## config.mk

```make
export PLATFORM = sky130hd
export DESIGN_NAME = line_rasterizer_flat
export DESIGN_NICKNAME = d
export VERILOG_FILES = /design/src/rtl/line_rasterizer_if.sv /design/src/rtl/line_rasterizer.sv /design/src/flat_wrapper.sv
export SDC_FILE = /design/constraint.sdc
export NUM_CORES = 1
export LEC_CHECK = 0
export BUFFER_PORTS_ARGS = -buffer_cell sky130_fd_sc_hd__clkbuf_2
export CAP_MARGIN = 30
export CORE_ASPECT_RATIO = 1.75
export CORE_MARGIN = 10
export CORE_UTILIZATION = 55
export DETAILED_ROUTE_END_ITERATION = 12
export PLACE_DENSITY = 0.78
export SLEW_MARGIN = 20
export SYNTH_ARGS = -nofsm -noshare
export SYNTH_HDL_FRONTEND = slang
export SYNTH_SLANG_ARGS = --single-unit
```

## constraint.sdc

```tcl
create_clock -name clk_in -period 12.2 [get_ports clk_in]
set_input_delay 0.61 -clock clk_in [delete_from_list [all_inputs] [get_ports clk_in]]
set_output_delay 0.61 -clock clk_in [all_outputs]
set_load 0.02 [all_outputs]
```

## src/rtl/line_rasterizer_if.sv

```systemverilog
// Pixel beat stream from the line rasterizer to the framebuffer write port.
// The producer drives the beat; the sink answers with ready.
interface line_rasterizer_if;
    logic        pixel_valid_out;
    logic        pixel_ready_in;
    logic [10:0] pixel_x_out;
    logic [9:0]  pixel_y_out;
    logic [23:0] pixel_color_out;

    modport master (
        output pixel_valid_out,
        output pixel_x_out,
        output pixel_y_out,
        output pixel_color_out,
        input  pixel_ready_in
    );

    modport slave (
        input  pixel_valid_out,
        input  pixel_x_out,
        input  pixel_y_out,
        input  pixel_color_out,
        output pixel_ready_in
    );
endinterface

```

## src/rtl/line_rasterizer.sv

```systemverilog
// Bresenham line writer: walks all eight octants and emits one
// (x, y, color) beat per accepted handshake.
module line_rasterizer #(
    parameter logic [23:0] COLOR = 24'hFF_FF_FF
) (
    input  logic                      clk_in,
    input  logic                      rst_n_in,
    input  logic                      start_in,
    input  logic [10:0]               x1_in,
    input  logic [10:0]               x2_in,
    input  logic [9:0]                y1_in,
    input  logic [9:0]                y2_in,
    output logic                      busy_out,
    output logic                      done_out,
    line_rasterizer_if.master         pix
);

    typedef enum logic [1:0] {
        IDLE,
        SETUP,
        DRAW,
        DONE
    } state_t;

    state_t state_q;
    state_t state_d;

    logic [10:0]        x1_q;
    logic [10:0]        x2_q;
    logic [9:0]         y1_q;
    logic [9:0]         y2_q;
    logic [10:0]        cur_x_q;
    logic [9:0]         cur_y_q;
    logic signed [13:0] dx_q;
    logic signed [13:0] dy_q;
    logic signed [13:0] err_q;
    logic               sx_neg_q;
    logic               sy_neg_q;

    logic               valid_q;
    logic [23:0]        color_q;

    logic               hs;
    logic               at_end;

    logic signed [13:0] x1_e;
    logic signed [13:0] x2_e;
    logic signed [13:0] y1_e;
    logic signed [13:0] y2_e;
    logic signed [13:0] dx_c;
    logic signed [13:0] ady_c;
    logic signed [13:0] dy_c;

    logic signed [13:0] e2;
    logic               step_x;
    logic               step_y;
    logic signed [13:0] err_step;
    logic [10:0]        nx;
    logic [9:0]         ny;

    assign hs     = valid_q & pix.pixel_ready_in;
    assign at_end = (cur_x_q == x2_q) && (cur_y_q == y2_q);

    assign pix.pixel_valid_out = valid_q;
    assign pix.pixel_x_out     = cur_x_q;
    assign pix.pixel_y_out     = cur_y_q;
    assign pix.pixel_color_out = color_q;

    // Endpoint deltas, evaluated from the latched endpoints in SETUP
    always_comb begin
        x1_e  = {3'b000, x1_q};
        x2_e  = {3'b000, x2_q};
        y1_e  = {4'b0000, y1_q};
        y2_e  = {4'b0000, y2_q};
        dx_c  = (x2_q >= x1_q) ? (x2_e - x1_e) : (x1_e - x2_e);
        ady_c = (y2_q >= y1_q) ? (y2_e - y1_e) : (y1_e - y2_e);
        dy_c  = -ady_c;
    end

    // One Bresenham step; x and y may both advance on a diagonal
    always_comb begin
        e2       = err_q <<< 1;
        step_x   = (e2 >= dy_q);
        step_y   = (e2 <= dx_q);
        err_step = err_q
                 + (step_x ? dy_q : 14'sd0)
                 + (step_y ? dx_q : 14'sd0);
        nx       = cur_x_q;
        ny       = cur_y_q;
        if (step_x) begin
            nx = sx_neg_q ? (cur_x_q - 11'd1) : (cur_x_q + 11'd1);
        end
        if (step_y) begin
            ny = sy_neg_q ? (cur_y_q - 10'd1) : (cur_y_q + 10'd1);
        end
    end

    always_comb begin
        state_d = state_q;
        unique case (state_q)
            IDLE:    if (start_in) state_d = SETUP;
            SETUP:   state_d = DRAW;
            DRAW:    if (hs && at_end) state_d = DONE;
            DONE:    state_d = IDLE;
            default: state_d = IDLE;
        endcase
    end

    always_ff @(posedge clk_in or negedge rst_n_in) begin
        if (!rst_n_in) begin
            state_q <= IDLE;
        end else begin
            state_q <= state_d;
        end
    end

    // Status and beat qualifiers are registered from the next state
    always_ff @(posedge clk_in or negedge rst_n_in) begin
        if (!rst_n_in) begin
            busy_out <= 1'b0;
            done_out <= 1'b0;
            valid_q  <= 1'b0;
            color_q  <= '0;
        end else begin
            busy_out <= (state_d != IDLE);
            done_out <= (state_d == DONE);
            valid_q  <= (state_d == DRAW);
            color_q  <= (state_d == DRAW) ? COLOR : 24'h0;
        end
    end

    always_ff @(posedge clk_in or negedge rst_n_in) begin
        if (!rst_n_in) begin
            x1_q     <= '0;
            x2_q     <= '0;
            y1_q     <= '0;
            y2_q     <= '0;
            cur_x_q  <= '0;
            cur_y_q  <= '0;
            dx_q     <= '0;
            dy_q     <= '0;
            err_q    <= '0;
            sx_neg_q <= 1'b0;
            sy_neg_q <= 1'b0;
        end else begin
            unique case (state_q)
                IDLE: begin
                    if (start_in) begin
                        x1_q <= x1_in;
                        x2_q <= x2_in;
                        y1_q <= y1_in;
                        y2_q <= y2_in;
                    end
                end
                SETUP: begin
                    dx_q     <= dx_c;
                    dy_q     <= dy_c;
                    err_q    <= dx_c + dy_c;
                    sx_neg_q <= (x2_q < x1_q);
                    sy_neg_q <= (y2_q < y1_q);
                    cur_x_q  <= x1_q;
                    cur_y_q  <= y1_q;
                end
                DRAW: begin
                    if (hs && !at_end) begin
                        err_q   <= err_step;
                        cur_x_q <= nx;
                        cur_y_q <= ny;
                    end
                end
                default: begin
                end
            endcase
        end
    end

endmodule

```

## src/flat_wrapper.sv

```systemverilog
// flat-port wrapper written by rule: the top's interface ports become plain ports
module line_rasterizer_flat 
#(
    parameter logic [23:0] COLOR = 24'hFF_FF_FF
)
  (clk_in, rst_n_in, start_in, x1_in, x2_in, y1_in, y2_in, busy_out, done_out, pix_pixel_valid_out, pix_pixel_x_out, pix_pixel_y_out, pix_pixel_color_out, pix_pixel_ready_in);
  line_rasterizer_if pix_i ();
  input  logic clk_in;
  input  logic rst_n_in;
  input  logic start_in;
  input  logic [10:0] x1_in;
  input  logic [10:0] x2_in;
  input  logic [9:0] y1_in;
  input  logic [9:0] y2_in;
  output logic busy_out;
  output logic done_out;
  output wire logic [$bits(pix_i.pixel_valid_out)-1:0] pix_pixel_valid_out;
  output wire logic [$bits(pix_i.pixel_x_out)-1:0] pix_pixel_x_out;
  output wire logic [$bits(pix_i.pixel_y_out)-1:0] pix_pixel_y_out;
  output wire logic [$bits(pix_i.pixel_color_out)-1:0] pix_pixel_color_out;
  input wire logic [$bits(pix_i.pixel_ready_in)-1:0] pix_pixel_ready_in;
  assign pix_pixel_valid_out = pix_i.pixel_valid_out;
  assign pix_pixel_x_out = pix_i.pixel_x_out;
  assign pix_pixel_y_out = pix_i.pixel_y_out;
  assign pix_pixel_color_out = pix_i.pixel_color_out;
  assign pix_i.pixel_ready_in = pix_pixel_ready_in;
  line_rasterizer #(.COLOR(COLOR)) u_core (.clk_in(clk_in), .rst_n_in(rst_n_in), .start_in(start_in), .x1_in(x1_in), .x2_in(x2_in), .y1_in(y1_in), .y2_in(y2_in), .busy_out(busy_out), .done_out(done_out), .pix(pix_i));
endmodule
```

# Word-level counts from Yosys, hierarchy flattened
# Index checks and enable logic that the tools add are counted.
[word_totals]
regBits = 136
input_bits = 46
elab_cells = 74
output_inout_bits = 48
[op_classes]
muxes = 18
n_reduce_logical = 11
bitwise_logic = 1
n_eq_ne = 10
order_cmp = 6
n_addsub = 12
[ops]
columns = ["operator", "count"]
rows = [
  ["two-way mux 14 bit", 5],
  ["adder 14 bit", 3],
  ["two-way mux 11 bit", 3],
  ["two-way mux 10 bit", 3],
  ["case mux 14 bit (2 select lines)", 1],
  ["two-way mux 24 bit", 1],
  ["subtractor 11 x 11 -> 12 bit", 2],
  ["case mux 11 bit (2 select lines)", 1],
  ["subtractor 10 x 10 -> 11 bit", 2],
  ["case mux 10 bit (2 select lines)", 1],
  [">= comparator 14 bit", 1],
  ["less-or-equal comparator 14 bit", 1],
  ["negation 14 bit", 1],
  ["adder 11 x 1 -> 11 bit (second input constant)", 1],
  ["== test 11 bit", 1],
  [">= comparator 11 bit", 1],
  ["< comparator 11 bit", 1],
  ["subtractor 11 x 1 -> 11 bit (second input constant)", 1],
  ["adder 10 x 1 -> 10 bit (second input constant)", 1],
  ["== test 10 bit", 1],
  [">= comparator 10 bit", 1],
  ["< comparator 10 bit", 1],
  ["subtractor 10 x 1 -> 10 bit (second input constant)", 1],
  ["== test 2 bit (second input constant)", 4],
  ["11 further kinds", 19],
]

# Logic depth before layout (Yosys ltp)
[logic_depth]
ltp_word = 7
ltp_mapped = 27
ltp_nobuf = 26

# Worst setup path after synthesis
# OpenSTA, ideal clock, no wires.
[synth_timing]
path_kind = "flip-flop to flip-flop"
startpoint = "reg u_core.err_q[0]"
endpoint = "reg u_core.err_q[11]"
path_stages_with_launch = 27
setup_slack_ps = 7089
required_time_ps = 12134
n_path_buf = 1
arrival_ps = 5045
setup_time_ps = 66
cell_sequence = "dfrtp_1 ha_1 nor2b_1 o21a_1 o21a_1 o21a_1 o21ai_0 a21oi_1 o21ai_0 clkbuf_1 nand2_1 fa_1 inv_1 ha_1 fa_1 a21o_1 a21oi_1 nor2b_1 o21a_1 o21a_1 o21a_1 o21ai_0 nand2b_1 a21oi_1 xor2_1 o32a_1 nand2_1"
[synth_via]
elab_chain_len = 6
elab_cells_between_ends = 8
cone_classes = "2 x add/sub; 2 x order compare; 4 x mux"
[synth_rtl]
columns = ["item", "line_no", "source"]
rows = [
  ["start, declared", "line_rasterizer.sv:36", "logic signed [13:0] err_q;"],
  ["start signal, assigned", "line_rasterizer.sv:158", "err_q <= dx_c + dy_c;"],
  ["start signal, assigned", "line_rasterizer.sv:166", "err_q <= err_step;"],
  [">= comparator 14 bit", "line_rasterizer.sv:83", "step_x = (e2 >= dy_q);"],
  ["two-way mux 14 bit", "line_rasterizer.sv:86", "+ (step_x ? dy_q : 14'sd0)"],
  ["adder 14 bit", "line_rasterizer.sv:86", ""],
  ["adder 14 bit (*)", "line_rasterizer.sv:87", "+ (step_y ? dx_q : 14'sd0);"],
  ["two-way mux 14 bit (*)", "line_rasterizer.sv:165", "if (hs && !at_end) begin"],
  ["case mux 14 bit (2 select lines) (*)", "line_rasterizer.sv:146", "unique case (state_q)"],
]
# Mark *: on every way between the ends. The rest lies on a longest branch, timed or not. The select of a mux whose other input is x is not followed.
# A chain may end at the register's enable or synchronous reset.

# Worst setup path in the final report
# Same ends and word-level chain as after synthesis.

==> impl_metrics.tcl <==
set metrics [dict create \
    period_minus_slack_ns 5.297 \
    dp_slack_ns 6.719 \
    grt_pass1_vias 8332 \
    synth_ff_type "dfrtp_1" \
    slew_headroom_pct 44.09 \
    cp_max_fo 13 \
    grt_remaining_overflow 0 \
    worstRegToRegCells 26 \
    final_nets 1365 \
    cts_sinks 109 \
    synth_seq_cells 109 \
    synth.top_cell.area_share_pct 27.30 \
    synth_area_leaders "dfrtp_1 27%, ha_1 14%, mux2_2 5.3%, inv_1 5.1%, xnor2_1 4.6%" \
    fp.dieH_um 198.3 \
    dr_total_vias 8197 \
    rrSetupSlack_ns 6.90 \
    areaGrowthSynthToFinish_pct 8.705 \
    async_flop_share_pct 100.0 \
    diodes 0 \
    setup_viol 0 \
    numCtsBuffers 9 \
    start_util_pct 55.58 \
    hold_path_class "input pin to asynchronous set/reset pin" \
    antenna_left 0 \
    r2r_start "u_core.err_q[0]$_DFFE_PN0P_" \
    crit_required_ns 12.51 \
    postRouteWirelength_um 25880 \
    cts_tree "yes" \
    synth_nets 1311 \
    dp_hpwl_um 20900 \
    worst_pin_slew_ns 0.8356 \
    yosysTopAreaCell "dfrtp_1" \
    avgSynthCellArea_um2 8.817 \
    ys_warn_count 0 \
    hold_violations 0 \
    core_um2 17970 \
    final_cell_mix "137 x inv_1, 112 x ha_1, 109 x dfrtp_1" \
    rows 65 \
    fin_crit_sh_pct 43.42 \
    die_x_um 121.9 \
    fillCellCount 1562 \
    clk_latency_ns 0.37 \
    viasPerCell 5.752 \
    clk_pin_slew_ns 0.07 \
    syn-cell-area_um2 9990 \
    dieArea_um2 24170 \
    status "finished, final reports clean" \
    arrival_ns 5.60 \
    wl_per_cell_um 18.16 \
    synth-seq-area-share_pct 27.30 \
    cp-end-kind "flop" \
    num_io_pins 94 \
    max_freq_mhz 188.8 \
    cap_violations 0 \
    ys_types 82 \
    clockRootBuffer "clkbuf_16" \
    antenna_found_initial 0 \
    rsz0062_at_grt "false" \
    grt_max_degree 63 \
    cts_max_level 3 \
    io_buffers 93 \
    gp_congestion 0.9253 \
    track_usage_pct 21.67 \
    cts_hold_buf 0 \
    synth_edf_count 0 \
    layout_commonest_cell "inv_1" \
    start_kind "flop" \
    postCtsResizedCells 0 \
    cts_buffer_depth 2 \
    drtIter0Drc 394 \
    post-cts-setup-buffers 0 \
    critPathKind "flop to flop" \
    finClkSkew_ns 0.008729 \
    drc 0 \
    syn_inst 1133 \
    layout-drive-gt1-share_pct 16.54 \
    drv_slew 0 \
    drt_pass1_iterations 5 \
    fin_ws_ns 6.903 \
    tns_ns 0 \
    grt_pass1_wl_um 41780 \
    r2r_end "u_core.err_q[11]$_DFFE_PN0P_" \
    final_core_utilization_pct 60.42 \
]
## flip-flops by register name (all words and copies together), names as in the netlist
| name | cells |
|---|---|
| u_core.y1_q | 10 |
| u_core.sy_neg_q | 1 |
| u_core.busy_out | 1 |
| u_core.pix.pixel_y_out | 10 |
| u_core.pix.pixel_x_out | 11 |
| u_core.y2_q | 10 |
| u_core.dx_q | 12 |
| u_core.err_q | 13 |
| u_core.state_q | 2 |
| u_core.x1_q | 11 |
| u_core.sx_neg_q | 1 |
| u_core.pix.pixel_color_out | 1 |
| u_core.x2_q | 11 |
| u_core.dy_q | 14 |
| u_core.done_out | 1 |
## Yosys cell counts (7+ instances only)
cell	number
inv_1	137
ha_1	112
dfrtp_1	109
nand2_1	101
a21oi_1	82
o21ai_0	65
nor2_1	59
xnor2_1	53
mux2_2	47
buf_4	25
a21o_1	21
fa_1	20
clkbuf_1	18
nor2b_1	18
o21a_1	17
xor2_1	17
mux2i_1	15
nand3_1	15
nor3_1	14
o21bai_1	14
nand4_1	12
a31oi_1	11
buf_2	11
a211oi_1	10
or3_1	9
and2_1	7
buf_1	7
nand2b_1	7
nor4_1	7
## cell families (layout without fill, tap and decap cells)
kind of cell	Yosys count	in the layout	share of synthesized area, %
AO/OA/AOI/OAI	282	282	18.61
AND/OR/NAND/NOR	274	274	13.60
buffers and inverters	199	257	8.555
adder cells (fa/ha/maj)	132	132	18.04
flip-flops	109	109	27.30
XOR/XNOR	74	74	6.976
multiplexers	63	63	6.914
## cell type report
type | instances | area (µm²) | share of cell area [%]
timing repair buffer | 104 | 563.0 | 5.185
sequential | 109 | 2728 | 25.12
inverter | 138 | 518.0 | 4.770
clock inverter | 4 | 95.09 | 0.8757
multi-input combinational | 825 | 6410 | 59.03
tap | 234 | 292.8 | 2.696
clock buffer | 11 | 252.7 | 2.327
## critical path: stages (launching register included)
cell,delay (ns)
dfrtp_1,0.43
ha_1,0.30
nor2b_1,0.14
o21a_1,0.17
o21a_1,0.17
o21a_1,0.16
o21ai_0,0.14
a21oi_1,0.08
o21ai_0,0.16
buf_4,0.23
nand2_1,0.11
fa_1,0.51
inv_1,0.04
ha_1,0.22
fa_1,0.40
a21o_1,0.18
a21oi_1,0.21
nor2b_1,0.07
o21a_1,0.18
o21a_1,0.18
o21a_1,0.20
o21ai_0,0.23
nand2b_1,0.08
a21oi_1,0.19
xor2_1,0.10
o32a_1,0.29
nand2_1,0.06
## how the worst max path moves through the flow
stage	startpoint	endpoint	slack, ns	cells past startpoint
after floorplan	u_core.err_q[0]$_DFFE_PN0P_	u_core.err_q[11]$_DFFE_PN0P_	7.09	26
after global placement	u_core.y2_q[2]$_DFFE_PN0P_	u_core.err_q[9]$_DFFE_PN0P_	6.90	21
after detailed placement	u_core.y2_q[2]$_DFFE_PN0P_	u_core.err_q[9]$_DFFE_PN0P_	6.72	21
after CTS	u_core.y2_q[2]$_DFFE_PN0P_	u_core.err_q[9]$_DFFE_PN0P_	6.70	21
after global routing	u_core.err_q[0]$_DFFE_PN0P_	u_core.err_q[12]$_DFFE_PN0P_	6.52	25
final	u_core.err_q[0]$_DFFE_PN0P_	u_core.err_q[11]$_DFFE_PN0P_	6.90	26
## through the flow
stage / hold slack (ns) / instance area [µm²] / std cells
floorplan: 0.3144 / 9990 / 1133
global placement: 0.5283 / 10480 / 1408
detailed placement: 0.5393 / 10500 / 1409
CTS: 0.2905 / 10850 / 1424
global route: 0.3163 / 10860 / 1425
finish: 0.2585 / 10860 / 1425
## layer usage
layer	part of all wire [%]	track usage [%]
met5	0	0
met4	6.9	15.39
met3	3.0	2.680
met2	53	39.27
met1	37	22.13
Power is not shown: default switching activity piles up to over one toggle a cycle in this logic, so the estimate is an artifact.
